$ cat src/rtl/noc_parameters_pkg.sv
// Shared definitions for the NoC router input port: flit encoding,
// output-port numbering, mesh coordinate width and input FSM states.
package noc_parameters;

  // Mesh coordinates are 4 bits per axis.
  localparam int COORD_W = 4;

  // Flit type lives in the two most significant bits of every flit.
  typedef enum logic [1:0] {
    FLIT_BODY   = 2'b00,
    FLIT_HEAD   = 2'b01,
    FLIT_TAIL   = 2'b10,
    FLIT_SINGLE = 2'b11
  } flit_type_t;

  // Router output-port indices; request/grant/free bit positions.
  localparam int PORT_LOCAL = 0;
  localparam int PORT_NORTH = 1;
  localparam int PORT_SOUTH = 2;
  localparam int PORT_EAST  = 3;
  localparam int PORT_WEST  = 4;

  // Input-port packet FSM.
  typedef enum logic [1:0] {
    ST_IDLE = 2'd0,
    ST_REQ  = 2'd1,
    ST_XFER = 2'd2
  } state_t;

  // True for flits that open a packet.
  function automatic logic is_start_type(input flit_type_t t);
    return (t == FLIT_HEAD) || (t == FLIT_SINGLE);
  endfunction

  // True for flits that close a packet.
  function automatic logic is_last_type(input flit_type_t t);
    return (t == FLIT_TAIL) || (t == FLIT_SINGLE);
  endfunction

endpackage

$ cat src/rtl/noc_flit_fifo.sv
// Flit buffer for one router input. Circular buffer with power-of-two
// depth; a pushed flit is readable at the head on the following cycle.
// Storage is not reset, only pointers and the occupancy count.
module noc_flit_fifo #(
  parameter int DEPTH      = 4,
  parameter int FLIT_WIDTH = 32
) (
  input  logic                  noc_clk,
  input  logic                  noc_rst,
  input  logic                  push,
  input  logic                  pop,
  input  logic [FLIT_WIDTH-1:0] wdata,
  output logic [FLIT_WIDTH-1:0] rdata,
  output logic                  full,
  output logic                  empty
);

  localparam int AW = (DEPTH > 1) ? $clog2(DEPTH) : 1;
  localparam int CW = $clog2(DEPTH + 1);

  logic [FLIT_WIDTH-1:0] mem [DEPTH];
  logic [AW-1:0]         wr_ptr;
  logic [AW-1:0]         rd_ptr;
  logic [CW-1:0]         count;
  logic                  do_push;
  logic                  do_pop;

  assign full    = (count == CW'(DEPTH));
  assign empty   = (count == '0);
  assign do_push = push && !full;
  assign do_pop  = pop && !empty;
  assign rdata   = mem[rd_ptr];

  // Storage write; no reset needed since count gates visibility.
  always_ff @(posedge noc_clk) begin
    if (do_push) mem[wr_ptr] <= wdata;
  end

  // Pointers wrap naturally at DEPTH; simultaneous push/pop keeps count.
  always_ff @(posedge noc_clk) begin
    if (noc_rst) begin
      wr_ptr <= '0;
      rd_ptr <= '0;
      count  <= '0;
    end else begin
      if (do_push) wr_ptr <= wr_ptr + AW'(1);
      if (do_pop)  rd_ptr <= rd_ptr + AW'(1);
      case ({do_push, do_pop})
        2'b10:   count <= count + CW'(1);
        2'b01:   count <= count - CW'(1);
        default: count <= count;
      endcase
    end
  end

endmodule

$ cat src/rtl/noc_input_port.sv
// One router input port: buffers incoming flits, computes the XY route
// from each head flit, requests the output arbiter and streams the
// packet to the crossbar once granted. Stray body/tail flits that show
// up without a head are discarded with a one-cycle drop pulse.
//
// Handshakes: a transfer happens in any cycle where valid and ready are
// both high at the rising edge. valid never depends on ready; ready may
// be asserted without valid. in_ready reflects only buffer space.
module noc_input_port
  import noc_parameters::*;
#(
  parameter int DEPTH      = 4,
  parameter int FLIT_WIDTH = 32,
  parameter int PORTS      = 5,
  parameter int X_ID       = 0,
  parameter int Y_ID       = 0
) (
  input  logic                  noc_clk,
  input  logic                  noc_rst,
  input  logic                  in_valid,
  output logic                  in_ready,
  input  logic [FLIT_WIDTH-1:0] in_flit,
  output logic [PORTS-1:0]      request,
  input  logic [PORTS-1:0]      grant,
  output logic [PORTS-1:0]      free,
  output logic                  out_valid,
  input  logic                  out_ready,
  output logic [FLIT_WIDTH-1:0] out_flit,
  output logic                  drop,
  output state_t                fsm_state
);

  localparam logic [COORD_W-1:0] MY_X = COORD_W'(X_ID);
  localparam logic [COORD_W-1:0] MY_Y = COORD_W'(Y_ID);

  // Dimension-ordered routing: resolve X first, then Y, else eject.
  function automatic logic [PORTS-1:0] route_xy(input logic [COORD_W-1:0] dx,
                                                input logic [COORD_W-1:0] dy);
    logic [PORTS-1:0] r;
    r = '0;
    if (dx > MY_X)      r[PORT_EAST]  = 1'b1;
    else if (dx < MY_X) r[PORT_WEST]  = 1'b1;
    else if (dy > MY_Y) r[PORT_NORTH] = 1'b1;
    else if (dy < MY_Y) r[PORT_SOUTH] = 1'b1;
    else                r[PORT_LOCAL] = 1'b1;
    return r;
  endfunction

  state_t                state;
  logic [PORTS-1:0]      route_q;
  logic [FLIT_WIDTH-1:0] head_flit;
  logic                  fifo_full;
  logic                  fifo_empty;
  logic                  fifo_pop;
  flit_type_t            head_type;
  logic                  head_start;
  logic                  head_last;
  logic                  xfer;

  noc_flit_fifo #(
    .DEPTH      (DEPTH),
    .FLIT_WIDTH (FLIT_WIDTH)
  ) u_fifo (
    .noc_clk (noc_clk),
    .noc_rst (noc_rst),
    .push    (in_valid),
    .pop     (fifo_pop),
    .wdata   (in_flit),
    .rdata   (head_flit),
    .full    (fifo_full),
    .empty   (fifo_empty)
  );

  // Head-of-buffer decode and handshake outputs.
  always_comb begin
    head_type  = flit_type_t'(head_flit[FLIT_WIDTH-1:FLIT_WIDTH-2]);
    head_start = is_start_type(head_type);
    head_last  = is_last_type(head_type);
    in_ready   = !fifo_full;
    out_flit   = head_flit;
    out_valid  = (state == ST_XFER) && !fifo_empty;
    xfer       = out_valid && out_ready;
    request    = (state == ST_IDLE) ? '0 : route_q;
    // A stray flit is discarded straight out of IDLE; never during reset.
    drop       = (state == ST_IDLE) && !fifo_empty && !head_start && !noc_rst;
    // Release the output only when the closing flit actually moves.
    free       = (xfer && head_last && !noc_rst) ? request : '0;
    fifo_pop   = xfer || drop;
    fsm_state  = state;
  end

  // Packet FSM: latch route on a head, wait for grant, stream to the tail.
  always_ff @(posedge noc_clk) begin
    if (noc_rst) begin
      state   <= ST_IDLE;
      route_q <= '0;
    end else begin
      case (state)
        ST_IDLE: begin
          if (!fifo_empty && head_start) begin
            route_q <= route_xy(head_flit[7:4], head_flit[3:0]);
            state   <= ST_REQ;
          end
        end
        ST_REQ: begin
          if (|(grant & request)) state <= ST_XFER;
        end
        ST_XFER: begin
          if (xfer && head_last) state <= ST_IDLE;
        end
        default: state <= ST_IDLE;
      endcase
    end
  end

endmodule

$ cat config.mk
export PLATFORM = sky130hd
export DESIGN_NAME = noc_input_port
export DESIGN_NICKNAME = d
export VERILOG_FILES = /design/src/rtl/noc_parameters_pkg.sv /design/src/rtl/noc_flit_fifo.sv /design/src/rtl/noc_input_port.sv
export SDC_FILE = /design/constraint.sdc
export NUM_CORES = 1
export LEC_CHECK = 0
export CAP_MARGIN = 15
export CORE_AREA = 2 2 95 115
export CTS_BUF_LIST = sky130_fd_sc_hd__clkbuf_8
export CTS_CLUSTER_SIZE = 14
export DETAILED_ROUTE_END_ITERATION = 8
export DIE_AREA = 0 0 97 117
export PLACE_DENSITY_LB_ADDON = 0.08
export SYNTH_ARGS = -nofsm -noshare
export SYNTH_HDL_FRONTEND = slang
export SYNTH_HIERARCHICAL = 1
export SYNTH_SLANG_ARGS = --single-unit
$ cat constraint.sdc
create_clock -name noc_clk -period 3.2 [get_ports noc_clk]
set_input_delay 0.64 -clock noc_clk [delete_from_list [all_inputs] [get_ports noc_clk]]
set_output_delay 0.64 -clock noc_clk [all_outputs]
set_load 0.02 [all_outputs]
==> results of run 1 <==
[per-stage QoR]
| stage | util | cell area, um^2 |
|---|---|---|
| 5_1_grt | 0.675 | 6960 |
| 3_3_place_gp | 0.629 | 6480 |
| 4_1_cts | 0.673 | 6940 |
| 3_5_place_dp | 0.629 | 6480 |
| 6_report | 0.675 | 6960 |
| 2_1_floorplan | - | 5520 |
[logic make-up (layout without fill, tap and decap cells)]
family,count (synthesis),count (layout),synth area share
adders and majority gates,6,6,0.0150
DFF,142,142,0.749
and+or+nand+nor,39,39,0.0454
buffers and inverters,23,135,0.0293
muxes,33,33,0.134
xor gates and xnor gates,3,3,0.00477
AOI/OAI and AO/OA,17,17,0.0218
other,1,4,0.000681
[placed cells by master, fill, tap and decap left out, types with 7 or more instances in the layout]
cell type / netlist / final
clkdlybuf4s50_1: 0 / 79
clkbuf_8: 0 / 17
edfxtp_1: 128 / 128
mux4_2: 30 / 30
inv_1: 11 / 11
buf_4: 4 / 7
nor2_1: 8 / 8
dfxtp_1: 14 / 12
[worst paths after layout]
kind                    start         endpoint  slack [ps]
min reg2reg  u_fifo/rd_ptr[1]        flip-flop         510
min          u_fifo/rd_ptr[1]        flip-flop         510
max                 flip-flop          free[1]         130
max reg2reg         flip-flop  u_fifo/count[2]         300
[power breakdown]
part | leakage [nW] | internal, mW | switching, mW
clock network | 0.207 | 0.861 | 0.684
logic | 0.821 | 0.257 | 0.254
registers | 1.29 | 2.11 | 0.0439
[layout make-up]
type	instances	area [um^2]	share of cell area
flip-flops and latches	142	4130	0.593
clock buffers	17	234	0.0336
inverters	11	41.3	0.00593
repair buffers	92	940	0.135
multi-input cells	102	1240	0.179
clock inverters	15	213	0.0306
well taps	129	161	0.0232
[registers in the layout (all words and copies together), names as in the netlist, named ones only]
register and flops:
u_fifo/mem 128, route_q 3, u_fifo/count 3, fsm_state 2, u_fifo/rd_ptr 2, u_fifo/wr_ptr 2
[worst register-to-register path, delay by kind of cell, from the launching register on]
family / cells / cell delay (ps)
adder cells (fa/ha/maj): 2 / 540
AO/OA/AOI/OAI: 3 / 340
multiplexers: 1 / 560
AND/OR/NAND/NOR: 3 / 720
flip-flops: 1 / 380
XOR/XNOR: 1 / 160
buffers and inverters: 2 / 130
[per-layer routing]
layer / track usage / up-vias
met4: 0.0714 / 0
li1: - / 1270
met5: 0 / -
met3: 0.0641 / 9
met1: 0.211 / 1404
met2: 0.305 / 76
[repair_timing]
item | 4_1_cts | 5_1_grt
endpoints found under the setup margin | 3 | 3
cloned | 0 | 0
gates resized for setup | 3 | 4
setup buffers | 0 | 0
==> summary.md, run 1 <==
| Metric | Value |
|---|---|
| Worst Hold Depth | `2` |
| VDD IR-drop max | `0.000404 V` |
| Worst EP required | `2560 ps` |
| Largest net degree at the start of global routing | `33` |
| Asr flop ratio synth | `0` |
| Total GRT Usage | `0.179` |
| Post-synth cell types | `37` |
| Setup TNS | `0 ps` |
| Clock latency on the worst-skew pair | `430 ps` |
| Clock root cell | `clkbuf_8` |
| Sequential share of the synthesized area | `0.749` |
| Warnings from Yosys | `6` |
| Worst Setup Slack, final | `128 ps` |
| Status | `finished, final reports clean` |
| Fraction of layout cells with a size suffix above 1 | `0.227` |
| Period minus WS final | `3070 ps` |
| Global route overflow | `0` |
| Slew Limit Fails | `0` |
| Synthesized instance count | `264` |
| Mean Syn Cell Area | `20.9 um^2` |
| Worst reg2reg path depth | `12` |
| Post-detailed-route count of antenna-violating nets | `0` |
| Family with the most delay on the worst path | `buffers and inverters` |
| Worst clock skew | `7.45 ps` |
| #FFs+latches synth | `142` |
| WP depth | `6` |
| Initial antenna violation count | `0` |
| Met2 wire len | `4920 um` |
| Vias per std cell | `5.43` |
| LEAKAGE | `2.32 nW` |
| GPL Wtd Cong | `0.822` |
| Final nets | `413` |
| Peak Freq | `0.326 GHz` |
| EDFF count, synth | `128` |
| Post-placement worst setup slack | `89.8 ps` |
| Worst setup EP type | `primary output` |
| Global-route wire length before repair | `14700 um` |
| Max-cap viol count | `0` |
| Rel. slew slack | `0.658` |
| Pwr/cell area | `606 mW/mm^2` |
| Htree depth | `4` |
| Crit-path cells | `buf_12 > mux4_2 > nand2_1 > nor3b_2 > and2_1 > clkdlybuf4s50_1` |
| CP bufs+invs | `2` |
| Cell taking the most area after synthesis | `edfxtp_1` |
| Type of the worst setup path | `flip-flop to primary output` |
| Share of the synthesized area in the top cell type | `0.698` |
| Core area | `0.0103 mm^2` |
| Clock transition at the registers of the reported paths | `80 ps` |
| Initial Util | `0.534` |
| Clk buf depth | `2` |
| PortBufs | `81` |
| Crit share post-route | `0.960` |
| Worst hold margin | `509 ps` |
| Synth top area cells | `edfxtp_1 (70%), mux4_2 (12%), dfxtp_1 (5.1%), ha_1 (1.1%), buf_12 (1.1%)` |
| Total power | `4.21 mW` |
| Vias post-DR | `2759` |
| Worst-margin pin slew | `510 ps` |
| Critical path's slowest cell | `mux4_2` |
| DRC | `0` |
| CTS Buf Count | `17` |
| Diodes inserted | `0` |
| Final WL | `9370 um` |
| Die X | `97 um` |
| Post-DP HPWL | `5920 um` |
| Commonest cells post-synth | `edfxtp_1 (128), mux4_2 (30), dfxtp_1 (14), inv_1 (11), nor2_1 (8)` |
| Vias in the first global route | `2853` |
| Synth Flop Type | `edfxtp_1` |
| CTS tree | `yes` |
| WL met1 | `3840 um` |
| Met3 Routed Length | `479 um` |
| RSZ-0062 raised after global routing | `no` |
| Chip Height | `117 um` |
| Count of non-filler cells in the finished layout | `508` |
| Hold Crit Class | `flip-flop to flip-flop` |
| WP data arrival | `2430 ps` |
| First DRT Iteration DRCs | `176` |
| Wire per inst | `18.4 um` |
| Setup violators final | `0` |
| Drt pass-1 iters | `4` |
| Fillers | `725` |
| Top Ports | `88` |
| Worst path max stage delay | `560 ps` |
| Die area | `0.0113 mm^2` |
| Final hold vios | `0` |
| Area Growth Syn to Fin | `26.4%` |
| Mapped Area | `0.00551 mm^2` |
| DP Cell Count | `476` |
| Critical Path Fanout Max | `17` |
| Row count | `41` |
| Hold_buf cts | `0` |
| Crit start category | `flip-flop` |
| Sink Count | `142` |
| Top Layer Used | `met4` |
| Count leader, synth | `edfxtp_1` |
Power figures use the tool's default switching activity.
==> run 2, diff against run 1 <==
- CORE_AREA: 2 2 95 115 -> 2 2 106 128
- DIE_AREA: 0 0 97 117 -> 0 0 108 130
==> summary.md, run 2 (synthesis results as in run 1) <==
| Metric | Value |
|---|---|
| CTS Buf Count | `17` |
| Final WL | `9920 um` |
| Type of the worst setup path | `flip-flop to primary output` |
| Pwr/cell area | `576 mW/mm^2` |
| WP data arrival | `2430 ps` |
| Final nets | `414` |
| GPL Wtd Cong | `0.741` |
| Post-detailed-route count of antenna-violating nets | `0` |
| Row count | `46` |
| Core Util, Final | `0.535` |
| Clock latency on the worst-skew pair | `430 ps` |
| Sink Count | `142` |
| Clk buf depth | `2` |
| Worst EP required | `2560 ps` |
| Worst clock skew | `6.97 ps` |
| Initial antenna violation count | `0` |
| DRC | `0` |
| Setup TNS | `0 ps` |
| Final hold vios | `0` |
| Clock root cell | `clkbuf_8` |
| Critical Path Fanout Max | `19` |
| Rel. slew slack | `0.644` |
| Top Ports | `88` |
| LEAKAGE | `2.25 nW` |
| CTS tree | `yes` |
| Setup violators final | `0` |
| Worst setup EP type | `primary output` |
| Max reg flops | `128` |
| Dpl cell area | `0.00653 mm^2` |
| Vias in the first global route | `2916` |
| Die area | `0.0140 mm^2` |
| First DRT Iteration DRCs | `68` |
| RSZ-0062 raised after global routing | `no` |
| Core area | `0.0129 mm^2` |
| Commonest non-fill, non-tap cell in the layout | `edfxtp_1` |
| VDD IR-drop max | `0.000366 V` |
| Peak Freq | `0.325 GHz` |
| Area Growth Syn to Fin | `25.8%` |
| Biggest regs | `u_fifo/mem x128, route_q x3, u_fifo/count x3` |
| Max-cap viol count | `0` |
| Vias per std cell | `5.05` |
| Post-DP HPWL | `6370 um` |
| Global route overflow | `0` |
| Drt pass-1 iters | `4` |
| PortBufs | `81` |
| Commonest non-fill, non-tap cells in the layout | `edfxtp_1 (128), clkdlybuf4s50_1 (81), mux4_2 (30)` |
| Cell area after layout | `0.00693 mm^2` |
| Hold_buf cts | `0` |
| Crit start category | `flip-flop` |
| Largest net degree at the start of global routing | `23` |
| Slew Limit Fails | `0` |
| Period minus WS final | `3070 ps` |
| Total GRT Usage | `0.149` |
| Fraction of layout cells with a size suffix above 1 | `0.226` |
| Die X | `108 um` |
| Vias post-DR | `2765` |
| Diodes inserted | `0` |
| Clock transition at the registers of the reported paths | `80 ps` |
| Worst Setup Slack, final | `127 ps` |
| Htree depth | `4` |
| Post-placement worst setup slack | `135 ps` |
| Hold Crit Class | `flip-flop to flip-flop` |
| Status | `finished, final reports clean` |
| Global-route wire length before repair | `15200 um` |
| Crit share post-route | `0.960` |
| Initial Util | `0.425` |
| Wire per inst | `18.1 um` |
| Chip Height | `130 um` |
| Worst-margin pin slew | `531 ps` |
| Largest Register | `u_fifo/mem` |
[run 2: changes by cell type in the layout (fill, tap and decap cells not counted), sizes merged]
cell,delta
inv,+1
dlymetal6s2s,-2
clkdlybuf4s50,+2
buf,+1
bufinv,-3
clkinv,+3
clkinvlp,-1
[run 2: repair_timing]
item | CTS | global route
setup endpoints to repair | 16 | 3
gates resized for setup | 4 | 2
pin swaps | 0 | 0
buffers inserted | 0 | 0
hold endpoints to repair | 0 | 0
[run 2: final timing paths]
| path | startpoint | endpoint | slack [ps] | cells past startpoint |
|---|---|---|---|---|
| worst min-delay path | u_fifo/rd_ptr[1] | flip-flop | 510 | 2 |
| worst min register to register | u_fifo/rd_ptr[1] | flip-flop | 510 | 2 |
| worst max register to register | flip-flop | u_fifo/count[2] | 310 | 12 |
| worst max-delay path | flip-flop | free[1] | 130 | 6 |
[run 2: layer usage]
layer,track usage,wire length [um]
met1,0.176,4190
met2,0.255,5070
met3,0.0509,526
met4,0.0543,131
met5,0,0
[run 2: final cells by class]
class / count / area, um^2
Multi-Input combinational cell: 102 / 1240
Timing Repair Buffer: 93 / 933
Tap cell: 168 / 210
Clock inverter: 15 / 139
Sequential cell: 142 / 4130
Clock buffer: 17 / 234
Fill cell: 1061 / 6020
Inverter: 11 / 41.3
[run 2: stage by stage]
| step | hold WS (ps) | std cells | power [mW] |
|---|---|---|---|
| 3_5_place_dp | 481 | 516 | 2.72 |
| 2_1_floorplan | 459 | 267 | 2.49 |
| 6_report | 509 | 548 | 3.99 |
| 5_1_grt | 525 | 548 | 4.15 |
| 4_1_cts | 502 | 548 | 4.05 |
| 3_3_place_gp | 483 | 516 | 2.71 |
[run 2: worst max-delay path, cell delays in order, from the launching register on]
cell             delay (ps)
dfxtp_2                 370
buf_12                  200
mux4_2                  560
nand2_1                 120
nor3b_2                  60
and2_1                  160
clkdlybuf4s50_1         530
[run 2: power by group]
group          internal, mW  leakage, nW  switching (mW)  total (mW)
combinational         0.257        0.787           0.258       0.515
sequential             2.11         1.29          0.0434        2.16
clock                 0.623        0.177           0.698        1.32
total                  2.99         2.25           0.999        3.99
